[config.mk]
export PLATFORM = sky130hd
export DESIGN_NAME = ptp_ts_queue_axil
export DESIGN_NICKNAME = d
export VERILOG_FILES = /design/src/rtl/ptp_ts_queue_axil.sv
export SDC_FILE = /design/constraint.sdc
export NUM_CORES = 2
export LEC_CHECK = 0
export CORE_MARGIN = 5
export CORE_UTILIZATION = 27
export DETAILED_ROUTE_END_ITERATION = 16
export PLACE_DENSITY = 0.47
export SLEW_MARGIN = 30
export SYNTH_ARGS = -nofsm -noshare
export SYNTH_HDL_FRONTEND = slang
export SYNTH_SLANG_ARGS = --single-unit
[constraint.sdc]
create_clock -name S_AXI_REG_ACLK -period 14.6 [get_ports S_AXI_REG_ACLK]
set_input_delay 2.92 -clock S_AXI_REG_ACLK [delete_from_list [all_inputs] [get_ports S_AXI_REG_ACLK]]
set_output_delay 2.92 -clock S_AXI_REG_ACLK [all_outputs]
set_load 0.01 [all_outputs]
[src/rtl/ptp_ts_queue_axil.sv]
// ptp_ts_queue_axil: per-channel PTP timestamp FIFOs exposed through an AXI4-Lite register port.
// Ports:
//   S_AXI_REG_ACLK/ARESETN    clock, async active-low reset
//   S_AXI_REG_AW/W/B/AR/R*    AXI4-Lite slave, 32-bit data (WSTRB and PROT not used)
//   ts_valid/time/msgid/seqid per-channel capture strobe and record fields from the TSUs
//   INTR_OUT                  registered level interrupt: any enabled channel non-empty
module ptp_ts_queue_axil #(
    parameter int unsigned N_CH       = 4,
    parameter int unsigned DEPTH      = 8,
    parameter int unsigned ADDR_WIDTH = 12
) (
    input  logic                  S_AXI_REG_ACLK,
    input  logic                  S_AXI_REG_ARESETN,
    input  logic [ADDR_WIDTH-1:0] S_AXI_REG_AWADDR,
    input  logic [2:0]            S_AXI_REG_AWPROT,
    input  logic                  S_AXI_REG_AWVALID,
    output logic                  S_AXI_REG_AWREADY,
    input  logic [31:0]           S_AXI_REG_WDATA,
    input  logic [3:0]            S_AXI_REG_WSTRB,
    input  logic                  S_AXI_REG_WVALID,
    output logic                  S_AXI_REG_WREADY,
    output logic [1:0]            S_AXI_REG_BRESP,
    output logic                  S_AXI_REG_BVALID,
    input  logic                  S_AXI_REG_BREADY,
    input  logic [ADDR_WIDTH-1:0] S_AXI_REG_ARADDR,
    input  logic [2:0]            S_AXI_REG_ARPROT,
    input  logic                  S_AXI_REG_ARVALID,
    output logic                  S_AXI_REG_ARREADY,
    output logic [31:0]           S_AXI_REG_RDATA,
    output logic [1:0]            S_AXI_REG_RRESP,
    output logic                  S_AXI_REG_RVALID,
    input  logic                  S_AXI_REG_RREADY,
    input  logic [N_CH-1:0]       ts_valid,
    input  logic [N_CH*80-1:0]    ts_time,
    input  logic [N_CH*4-1:0]     ts_msgid,
    input  logic [N_CH*16-1:0]    ts_seqid,
    output logic                  INTR_OUT
);
    localparam int unsigned IDX_W = $clog2(DEPTH);
    localparam int unsigned PTR_W = IDX_W + 1;
    localparam int unsigned REC_W = 128;

    // Word addresses (byte address [11:2])
    localparam logic [9:0] A_IRQ_EN   = 10'h000;
    localparam logic [9:0] A_IRQ_STAT = 10'h001;
    localparam logic [9:0] A_OVF      = 10'h002;
    localparam logic [9:0] A_CH_BASE  = 10'h040;
    localparam logic [2:0] O_STAT  = 3'd0;
    localparam logic [2:0] O_MASK  = 3'd1;
    localparam logic [2:0] O_DATA0 = 3'd2;
    localparam logic [2:0] O_DATA1 = 3'd3;
    localparam logic [2:0] O_DATA2 = 3'd4;
    localparam logic [2:0] O_DATA3 = 3'd5;
    localparam logic [2:0] O_POP   = 3'd6;

    function automatic logic [9:0] ch_word(input int unsigned c, input logic [2:0] off);
        return A_CH_BASE + 10'(c * 8) + 10'(off);
    endfunction

    logic clk, rst_n;
    assign clk   = S_AXI_REG_ACLK;
    assign rst_n = S_AXI_REG_ARESETN;

    logic [9:0]  wr_word;
    logic [31:0] wr_data;
    logic        commit_c;
    logic [9:0]  rd_word_c;
    logic [31:0] rd_mux_c;

    logic [N_CH-1:0][PTR_W-1:0] wr_ptr, rd_ptr, cnt_c;
    logic [N_CH-1:0][15:0]      mask;
    logic [N_CH-1:0][REC_W-1:0] rec_c, head_c;
    logic [N_CH-1:0]            irq_en, ovf, ovf_clr_c, irq_stat_c;
    logic [N_CH-1:0]            empty_c, full_c, push_req_c, push_c, pop_c, ovf_set_c;
    logic [REC_W-1:0]           mem [N_CH][DEPTH];

    logic unused_c;
    assign unused_c = ^{S_AXI_REG_AWPROT, S_AXI_REG_ARPROT, S_AXI_REG_WSTRB,
                        S_AXI_REG_AWADDR, S_AXI_REG_ARADDR, wr_data};

    assign S_AXI_REG_BRESP = 2'b00;
    assign S_AXI_REG_RRESP = 2'b00;

    // Both halves of the write are captured (READYs low) and B not yet issued
    assign commit_c  = !S_AXI_REG_AWREADY && !S_AXI_REG_WREADY && !S_AXI_REG_BVALID;
    assign rd_word_c = S_AXI_REG_ARADDR[11:2];

    // Per-channel FIFO status and push/pop arbitration
    always_comb begin
        cnt_c      = '0;
        empty_c    = '0;
        full_c     = '0;
        push_req_c = '0;
        pop_c      = '0;
        push_c     = '0;
        ovf_set_c  = '0;
        rec_c      = '0;
        head_c     = '0;
        for (int unsigned c = 0; c < N_CH; c++) begin
            cnt_c[c]      = wr_ptr[c] - rd_ptr[c];
            empty_c[c]    = (cnt_c[c] == '0);
            full_c[c]     = (cnt_c[c] == PTR_W'(DEPTH));
            push_req_c[c] = ts_valid[c] & mask[c][ts_msgid[c*4 +: 4]];
            pop_c[c]      = commit_c & (wr_word == ch_word(c, O_POP)) & ~empty_c[c];
            // A pop in the same cycle frees the slot, so a full queue still accepts
            push_c[c]     = push_req_c[c] & (~full_c[c] | pop_c[c]);
            ovf_set_c[c]  = push_req_c[c] & full_c[c] & ~pop_c[c];
            rec_c[c]      = {28'h0, ts_msgid[c*4 +: 4], ts_seqid[c*16 +: 16], ts_time[c*80 +: 80]};
            head_c[c]     = empty_c[c] ? '0 : mem[c][rd_ptr[c][IDX_W-1:0]];
        end
        irq_stat_c = ~empty_c & irq_en;
        ovf_clr_c  = (commit_c && wr_word == A_OVF) ? wr_data[N_CH-1:0] : '0;
    end

    // FIFO pointers
    always_ff @(posedge clk or negedge rst_n) begin
        if (!rst_n) begin
            wr_ptr <= '0;
            rd_ptr <= '0;
        end else begin
            for (int unsigned c = 0; c < N_CH; c++) begin
                if (push_c[c]) wr_ptr[c] <= wr_ptr[c] + PTR_W'(1);
                if (pop_c[c])  rd_ptr[c] <= rd_ptr[c] + PTR_W'(1);
            end
        end
    end

    // FIFO storage
    always_ff @(posedge clk) begin
        for (int unsigned c = 0; c < N_CH; c++) begin
            if (push_c[c]) mem[c][wr_ptr[c][IDX_W-1:0]] <= rec_c[c];
        end
    end

    // Control registers, sticky overflow and interrupt
    always_ff @(posedge clk or negedge rst_n) begin
        if (!rst_n) begin
            irq_en   <= '0;
            ovf      <= '0;
            mask     <= {N_CH{16'h000D}};
            INTR_OUT <= 1'b0;
        end else begin
            if (commit_c && wr_word == A_IRQ_EN) irq_en <= wr_data[N_CH-1:0];
            for (int unsigned c = 0; c < N_CH; c++) begin
                if (commit_c && wr_word == ch_word(c, O_MASK)) mask[c] <= wr_data[15:0];
            end
            // A new overflow wins over a concurrent W1C
            ovf      <= (ovf & ~ovf_clr_c) | ovf_set_c;
            INTR_OUT <= |irq_stat_c;
        end
    end

    // Read data mux
    always_comb begin
        rd_mux_c = '0;
        case (rd_word_c)
            A_IRQ_EN:   rd_mux_c = 32'(irq_en);
            A_IRQ_STAT: rd_mux_c = 32'(irq_stat_c);
            A_OVF:      rd_mux_c = 32'(ovf);
            default:    ;
        endcase
        for (int unsigned c = 0; c < N_CH; c++) begin
            if (rd_word_c == ch_word(c, O_STAT))
                rd_mux_c = {16'h0, 8'(cnt_c[c]), 6'h0, full_c[c], empty_c[c]};
            if (rd_word_c == ch_word(c, O_MASK))  rd_mux_c = 32'(mask[c]);
            if (rd_word_c == ch_word(c, O_DATA0)) rd_mux_c = head_c[c][31:0];
            if (rd_word_c == ch_word(c, O_DATA1)) rd_mux_c = head_c[c][63:32];
            if (rd_word_c == ch_word(c, O_DATA2)) rd_mux_c = head_c[c][95:64];
            if (rd_word_c == ch_word(c, O_DATA3)) rd_mux_c = head_c[c][127:96];
        end
    end

    // AXI4-Lite handshakes: single outstanding write and read
    always_ff @(posedge clk or negedge rst_n) begin
        if (!rst_n) begin
            S_AXI_REG_AWREADY <= 1'b1;
            S_AXI_REG_WREADY  <= 1'b1;
            S_AXI_REG_BVALID  <= 1'b0;
            S_AXI_REG_ARREADY <= 1'b1;
            S_AXI_REG_RVALID  <= 1'b0;
            S_AXI_REG_RDATA   <= '0;
            wr_word           <= '0;
            wr_data           <= '0;
        end else begin
            if (S_AXI_REG_AWVALID && S_AXI_REG_AWREADY) begin
                S_AXI_REG_AWREADY <= 1'b0;
                wr_word           <= S_AXI_REG_AWADDR[11:2];
            end
            if (S_AXI_REG_WVALID && S_AXI_REG_WREADY) begin
                S_AXI_REG_WREADY <= 1'b0;
                wr_data          <= S_AXI_REG_WDATA;
            end
            if (commit_c) S_AXI_REG_BVALID <= 1'b1;
            if (S_AXI_REG_BVALID && S_AXI_REG_BREADY) begin
                S_AXI_REG_BVALID  <= 1'b0;
                S_AXI_REG_AWREADY <= 1'b1;
                S_AXI_REG_WREADY  <= 1'b1;
            end
            if (S_AXI_REG_ARVALID && S_AXI_REG_ARREADY) begin
                S_AXI_REG_ARREADY <= 1'b0;
                S_AXI_REG_RVALID  <= 1'b1;
                S_AXI_REG_RDATA   <= rd_mux_c;
            end
            if (S_AXI_REG_RVALID && S_AXI_REG_RREADY) begin
                S_AXI_REG_RVALID  <= 1'b0;
                S_AXI_REG_ARREADY <= 1'b1;
            end
        end
    end
endmodule
* Yosys cells after proc, flatten, opt, wreduce, memory -nomap -nowiden
Memories as Yosys holds them, arrays and structs flattened. Cells that the tools add are included.
Storage, ports and cells: memories 1, register bits after elaboration 168, bits in writable memories 3200, word-level logic and storage cells 251, output and inout port bits 42, bits of input ports 477
Cells by class: add/sub/neg operators 12, equal/unequal tests 39, reduce and logical (&&, ||, !) cells 31, muxes and demuxes 76, magnitude comparators 16, bitwise operators 53
Memories:
- mem | depth 4, width 800, rd ports 4, clocked after Yosys merged registers in 0, write ports 4, RTL line 75 | logic [REC_W-1:0] mem [N_CH][DEPTH];
Operators with widths (number):
- $mux W1024 | 4
- $mux W128 | 16
- $bmux W128 S3 | 4
- $demux W128 S3 | 4
- $mux W32 | 24
- $eq A10 B7 Y1 const B | 32
- $add A4 B1 Y4 const B | 8
- $ge A4 B4 Y1 const B | 8
- $not A3 Y4 | 8
- $and A1 B1 Y1 | 24
- $eq A10 B2 Y1 const B | 2
- $logic_not A10 Y1 | 2
- $lt A4 B5 Y1 const B | 4
- $mux W1 | 18
- $logic_and A1 B1 Y1 | 17
- $bmux W1 S4 | 4
- $eq A4 B4 Y1 const B | 4
- $logic_not A4 Y1 | 4
- $lt A4 B1 Y1 const B | 4
- $sub A4 B4 Y4 | 4
- $not A1 Y1 | 12
- $pmux W4 S3 | 1
- $eq A10 B1 Y1 const B | 1
- $and A4 B4 Y4 | 2
- 7 further kinds | 16

* Logic depth before layout (Yosys ltp)
word-level depth 29, gate-level depth with buffers 16, mapped depth without buffers 12

* Least setup slack after synthesis
Ideal clock, no wire load.
path kind input -> register, start point input port ts_msgid[8], end point memory mem[2][300] in the netlist's numbering, enable pin, stages on the path 6, slack 2.579 ns, data arrival time 11.319 ns, cell sequence mux4_2 > mux4_2 > nand2_1 > a31oi_1 > nand2b_1 > nor3b_1
RTL lines:
- start: declaration | RTL line 35 | input logic [N_CH*4-1:0] ts_msgid,
- end: declaration | RTL line 75

* Worst setup path in the final report
start point input port S_AXI_REG_ARADDR[9], end point register S_AXI_REG_RDATA[15]
Between the ends: cells in the longest elaborated chain, start to end 24, elaborated cells between the ends (all ways) 46, classes of those cells 23 x eq/ne; 23 x mux
RTL lines:
- start: declaration | RTL line 25 | input logic [ADDR_WIDTH-1:0] S_AXI_REG_ARADDR,
- $eq A10 B7 Y1 | RTL line 165 | if (rd_word_c == ch_word(c, O_MASK)) rd_mux_c = 32'(mask[c]);
- $mux W32 | RTL line 165
- $mux W32 | RTL line 166 | if (rd_word_c == ch_word(c, O_DATA0)) rd_mux_c = head_c[c][31:0];
- $mux W32 | RTL line 167 | if (rd_word_c == ch_word(c, O_DATA1)) rd_mux_c = head_c[c][63:32];
- $mux W32 | RTL line 168 | if (rd_word_c == ch_word(c, O_DATA2)) rd_mux_c = head_c[c][95:64];
- $mux W32 | RTL line 169 | if (rd_word_c == ch_word(c, O_DATA3)) rd_mux_c = head_c[c][127:96];
- $mux W32 | RTL line 163 | if (rd_word_c == ch_word(c, O_STAT))
- $mux W32 | RTL line 165
- [... 8 more ...]
- $mux W32 | RTL line 168
- $mux W32 | RTL line 169
- $mux W32 | RTL line 163
- $mux W32 | RTL line 165
- $mux W32 | RTL line 166
- $mux W32 | RTL line 167
- $mux W32 | RTL line 168
- $mux W32 (*) | RTL line 169
- end signal: assignment | RTL line 202 | S_AXI_REG_RDATA <= rd_mux_c;
- end: declaration | RTL line 29 | output logic [31:0] S_AXI_REG_RDATA,
Mark *: on every way between the ends. The rest lies on a longest branch, timed or not. A chain may end at the register's enable or synchronous reset.

==> flow_metrics.env <==
export IMPL_status="completed"
export IMPL_synthArstFlopShare=0.0499
export IMPL_yosysUniqueCellTypes=88
export IMPL_fin_skew_ns=0.0787
export IMPL_synth_top_family_by_area="multiplexers"
export IMPL_path_cells="clkdlybuf4s50_1, nor4b_2, nand3_2, buf_4, o22ai_1, a221oi_1, o221ai_1, a31oi_1, a2111oi_1, buf_4, o31a_1"
export IMPL_antenna_found_initial=265
export IMPL_placed_cell_area_um2=145000
export IMPL_post_synth_top_area_fraction=0.730
export IMPL_cts_made_buffers=369
export IMPL_nets=7416
export IMPL_finish_utilization=0.323
export IMPL_grt_pass1_wl_um=576000
export IMPL_combPwrFrac=0.067
export IMPL_finalCriticalPeriod_ns=7.05
export IMPL_final_hold_viol_count=0
export IMPL_reg2regPathDepth=11
export IMPL_clk_pin_slew_ns=0.06
export IMPL_num_vias=67000
export IMPL_netlist_top_cells_area="edfxtp_1, mux4_2, dfrtp_1"
export IMPL_drive_gt1_frac=0.238
export IMPL_cp_end_kind="flop"
export IMPL_setup_viol=0
export IMPL_worstPathRequired_ns=15.51
export IMPL_crit_top_cell="buf_4"
export IMPL_whs_ns=0.485
export IMPL_leakagePower_nw=49.6
export IMPL_ir_drop_v=0.0000997
export IMPL_muxShareOfSynthArea=0.171
export IMPL_worstSetupStartpointType="primary input"
export IMPL_power_internal_mw=16.5
export IMPL_whs_path_depth=1
export IMPL_dieWidth_um=708
export IMPL_synth_edf_count=3200
export IMPL_seq_area_frac_synth=0.762
export IMPL_synth_xor_area_frac=0.00226
export IMPL_num_rows=256
export IMPL_routedWlPerCell_um=30.8
export IMPL_gr_total_overflow=0
export IMPL_gp_congestion=0.910
export IMPL_synth_avg_cell_area_um2=21.2
export IMPL_p_sw_frac=0.226
export IMPL_synthAdderAreaFrac=0.00251
export IMPL_reg2reg_from="rd_ptr[9]"
export IMPL_hold_path_startpoint="wr_ptr[3]"
export IMPL_drt_iter0_markers=7002
export IMPL_power_density_nw_per_um2=136
export IMPL_dpl_hpwl_um=275000
export IMPL_cp_slowest_cell="nor4b_2"
export IMPL_grt_pass1_vias=67700
export IMPL_ys_seq_elements=3368
export IMPL_synthToLayoutAreaGrowth_pct=19.3
export IMPL_final_area_um2=157000
export IMPL_power_mw=21.3
export IMPL_rr_endpoint="mem[2][671]"
export IMPL_drv_cap=0
export IMPL_period_share=0.483
export IMPL_grt_max_degree=102
export IMPL_cts_resized_gates=0
export IMPL_synth_warnings=0
export IMPL_syn_area_um2=132000
export IMPL_power_frac_clock=0.422
export IMPL_layout_commonest_cell="edfxtp_1"
export IMPL_hold_path_class="flop to flop"
export IMPL_preCtsSetupSlack_ns=6.51
export IMPL_layout_setup_ws_ns=7.55
export IMPL_start_util=0.271
export IMPL_die_y_um=708
export IMPL_crit_type="primary input to flop"
export IMPL_ios=519
export IMPL_worst_pin_slew_ns=1.14
export IMPL_layout_common_cells="edfxtp_1, mux4_2, clkdlybuf4s50_1, clkbuf_16, nand2_1"
export IMPL_cts_path_max_buffers=4
export IMPL_core_um2=486000
export IMPL_drc=0
export IMPL_synthCells=6212
export IMPL_max_slew_margin=0.234
export IMPL_dominantRegCellSynth="edfxtp_1"
export IMPL_cts_tree="built"
export IMPL_clk_latency_ns=0.98
export IMPL_instances_no_fill=13700
export IMPL_grt_use_total=0.164
export IMPL_fin_setup_tns_ns=0
export IMPL_clkSinkCount=3368
export IMPL_post_cts_buffers=0
export IMPL_rrSetupSlack_ns=7.79
export IMPL_yosys_area_top_type="edfxtp_1"
export IMPL_synth_compound_area_share=0.0277
export IMPL_synthSimpleGateAreaFrac=0.0226
export IMPL_cp_max_fo=21
export IMPL_clk_root_buffer_cell="clkbuf_16"
export IMPL_die_area_um2=502000
export IMPL_p_switching_mw=4.83
export IMPL_arrival_ns=7.96
export IMPL_ctsHoldBuffers=0
export IMPL_rsz0062_at_grt="false"
export IMPL_htreeDepth=5
export IMPL_max_stage_delay_ns=0.85
export IMPL_wl_um=424000
export IMPL_whs_endpoint="wr_ptr[3]"
export IMPL_seq_power_share=0.511
export IMPL_drtPass1Iterations=5
export IMPL_numPortBuffers=484
export IMPL_dp_cells=13000
export IMPL_vias_per_cell=4.88
export IMPL_ant_nets=0
export IMPL_slew_viol_final=0
export IMPL_timing_fmax_mhz=142
==> state kept, by name, summed over array words and instances, names as in the netlist, 4 cells and up <==
name             count
mem               3200
mask                64
S_AXI_REG_RDATA     32
rd_ptr              16
wr_data             16
wr_ptr              16
wr_word             10
irq_en               4
ovf                  4
==> area by class of cell <==
| cell class | count | area [um^2] |
|---|---|---|
| antenna | 80 | 200 |
| clock inverter | 172 | 1590 |
| tap | 6450 | 8070 |
| multi-input combinational | 2489 | 30200 |
| sequential | 3368 | 100000 |
| fill | 46000 | 329000 |
| clock buffer | 496 | 10000 |
| inverter | 22 | 95.1 |
| timing repair buffer | 665 | 6510 |
==> worst max-delay path: cells and delay by family <==
kind                   cells  cell delay, ns
AOI/OAI and AO/OA          6            2.26
buffers and inverters      3            1.26
and+or+nand+nor            2            1.48
==> kinds of logic (layout without fill, tap and decap cells) <==
group | after synthesis | in the layout
xor+xnor | 34 | 34
fa+ha+maj | 24 | 24
other cells | 1 | 84
compound gates | 565 | 565
flops | 3368 | 3368
buf+inv | 358 | 1355
mux | 1215 | 1215
simple gates | 647 | 647
==> cells in the mapped netlist (15+ instances only) <==
library cell	instances
o221ai_1	15
nand3_1	42
clkbuf_1	156
dfrtp_1	153
inv_1	17
mux4_2	818
nor2_1	69
buf_2	110
dfstp_2	15
mux2i_1	289
o22ai_1	59
mux2_2	108
buf_1	59
nor3_1	53
edfxtp_1	3200
ha_1	20
nor4_1	16
o21ai_0	156
xnor2_1	21
a31oi_1	27
a21oi_1	131
nand2_1	367
==> metal layers <==
metal,wire [um],share of wire,GRT usage
met5,705,0.0017,0
met1,166000,0.39,0.208
met4,12100,0.029,0.0415
met3,40000,0.094,0.0532
met2,205000,0.48,0.272
==> worst max path at each step <==
stage | start | slack (ns) | endpoint | depth (start not counted)
2_1_floorplan | ts_msgid[8] | 2.58 | mem[2][300] | 6
3_3_place_gp | ts_msgid[0] | 6.52 | mem[0][542] | 9
3_5_place_dp | ts_msgid[0] | 6.51 | mem[0][727] | 9
4_1_cts | ts_msgid[0] | 7.54 | mem[0][727] | 9
5_1_grt | ts_msgid[0] | 7.37 | mem[0][788] | 9
6_report | S_AXI_REG_ARADDR[9] | 7.55 | S_AXI_REG_RDATA[15] | 11
==> power by group through the flow <==
| stage | combinational [mW] | sequential (mW) | clock (mW) |
|---|---|---|---|
| detailed placement | 1.43 | 11.1 | 0 |
| floorplan | 0.826 | 11.0 | 0 |
| global route | 1.52 | 10.9 | 9.64 |
| CTS | 1.43 | 10.9 | 9.24 |
| finish | 1.43 | 10.9 | 9.00 |
| global placement | 1.40 | 11.1 | 0 |
Power figures use the tool's default switching activity.
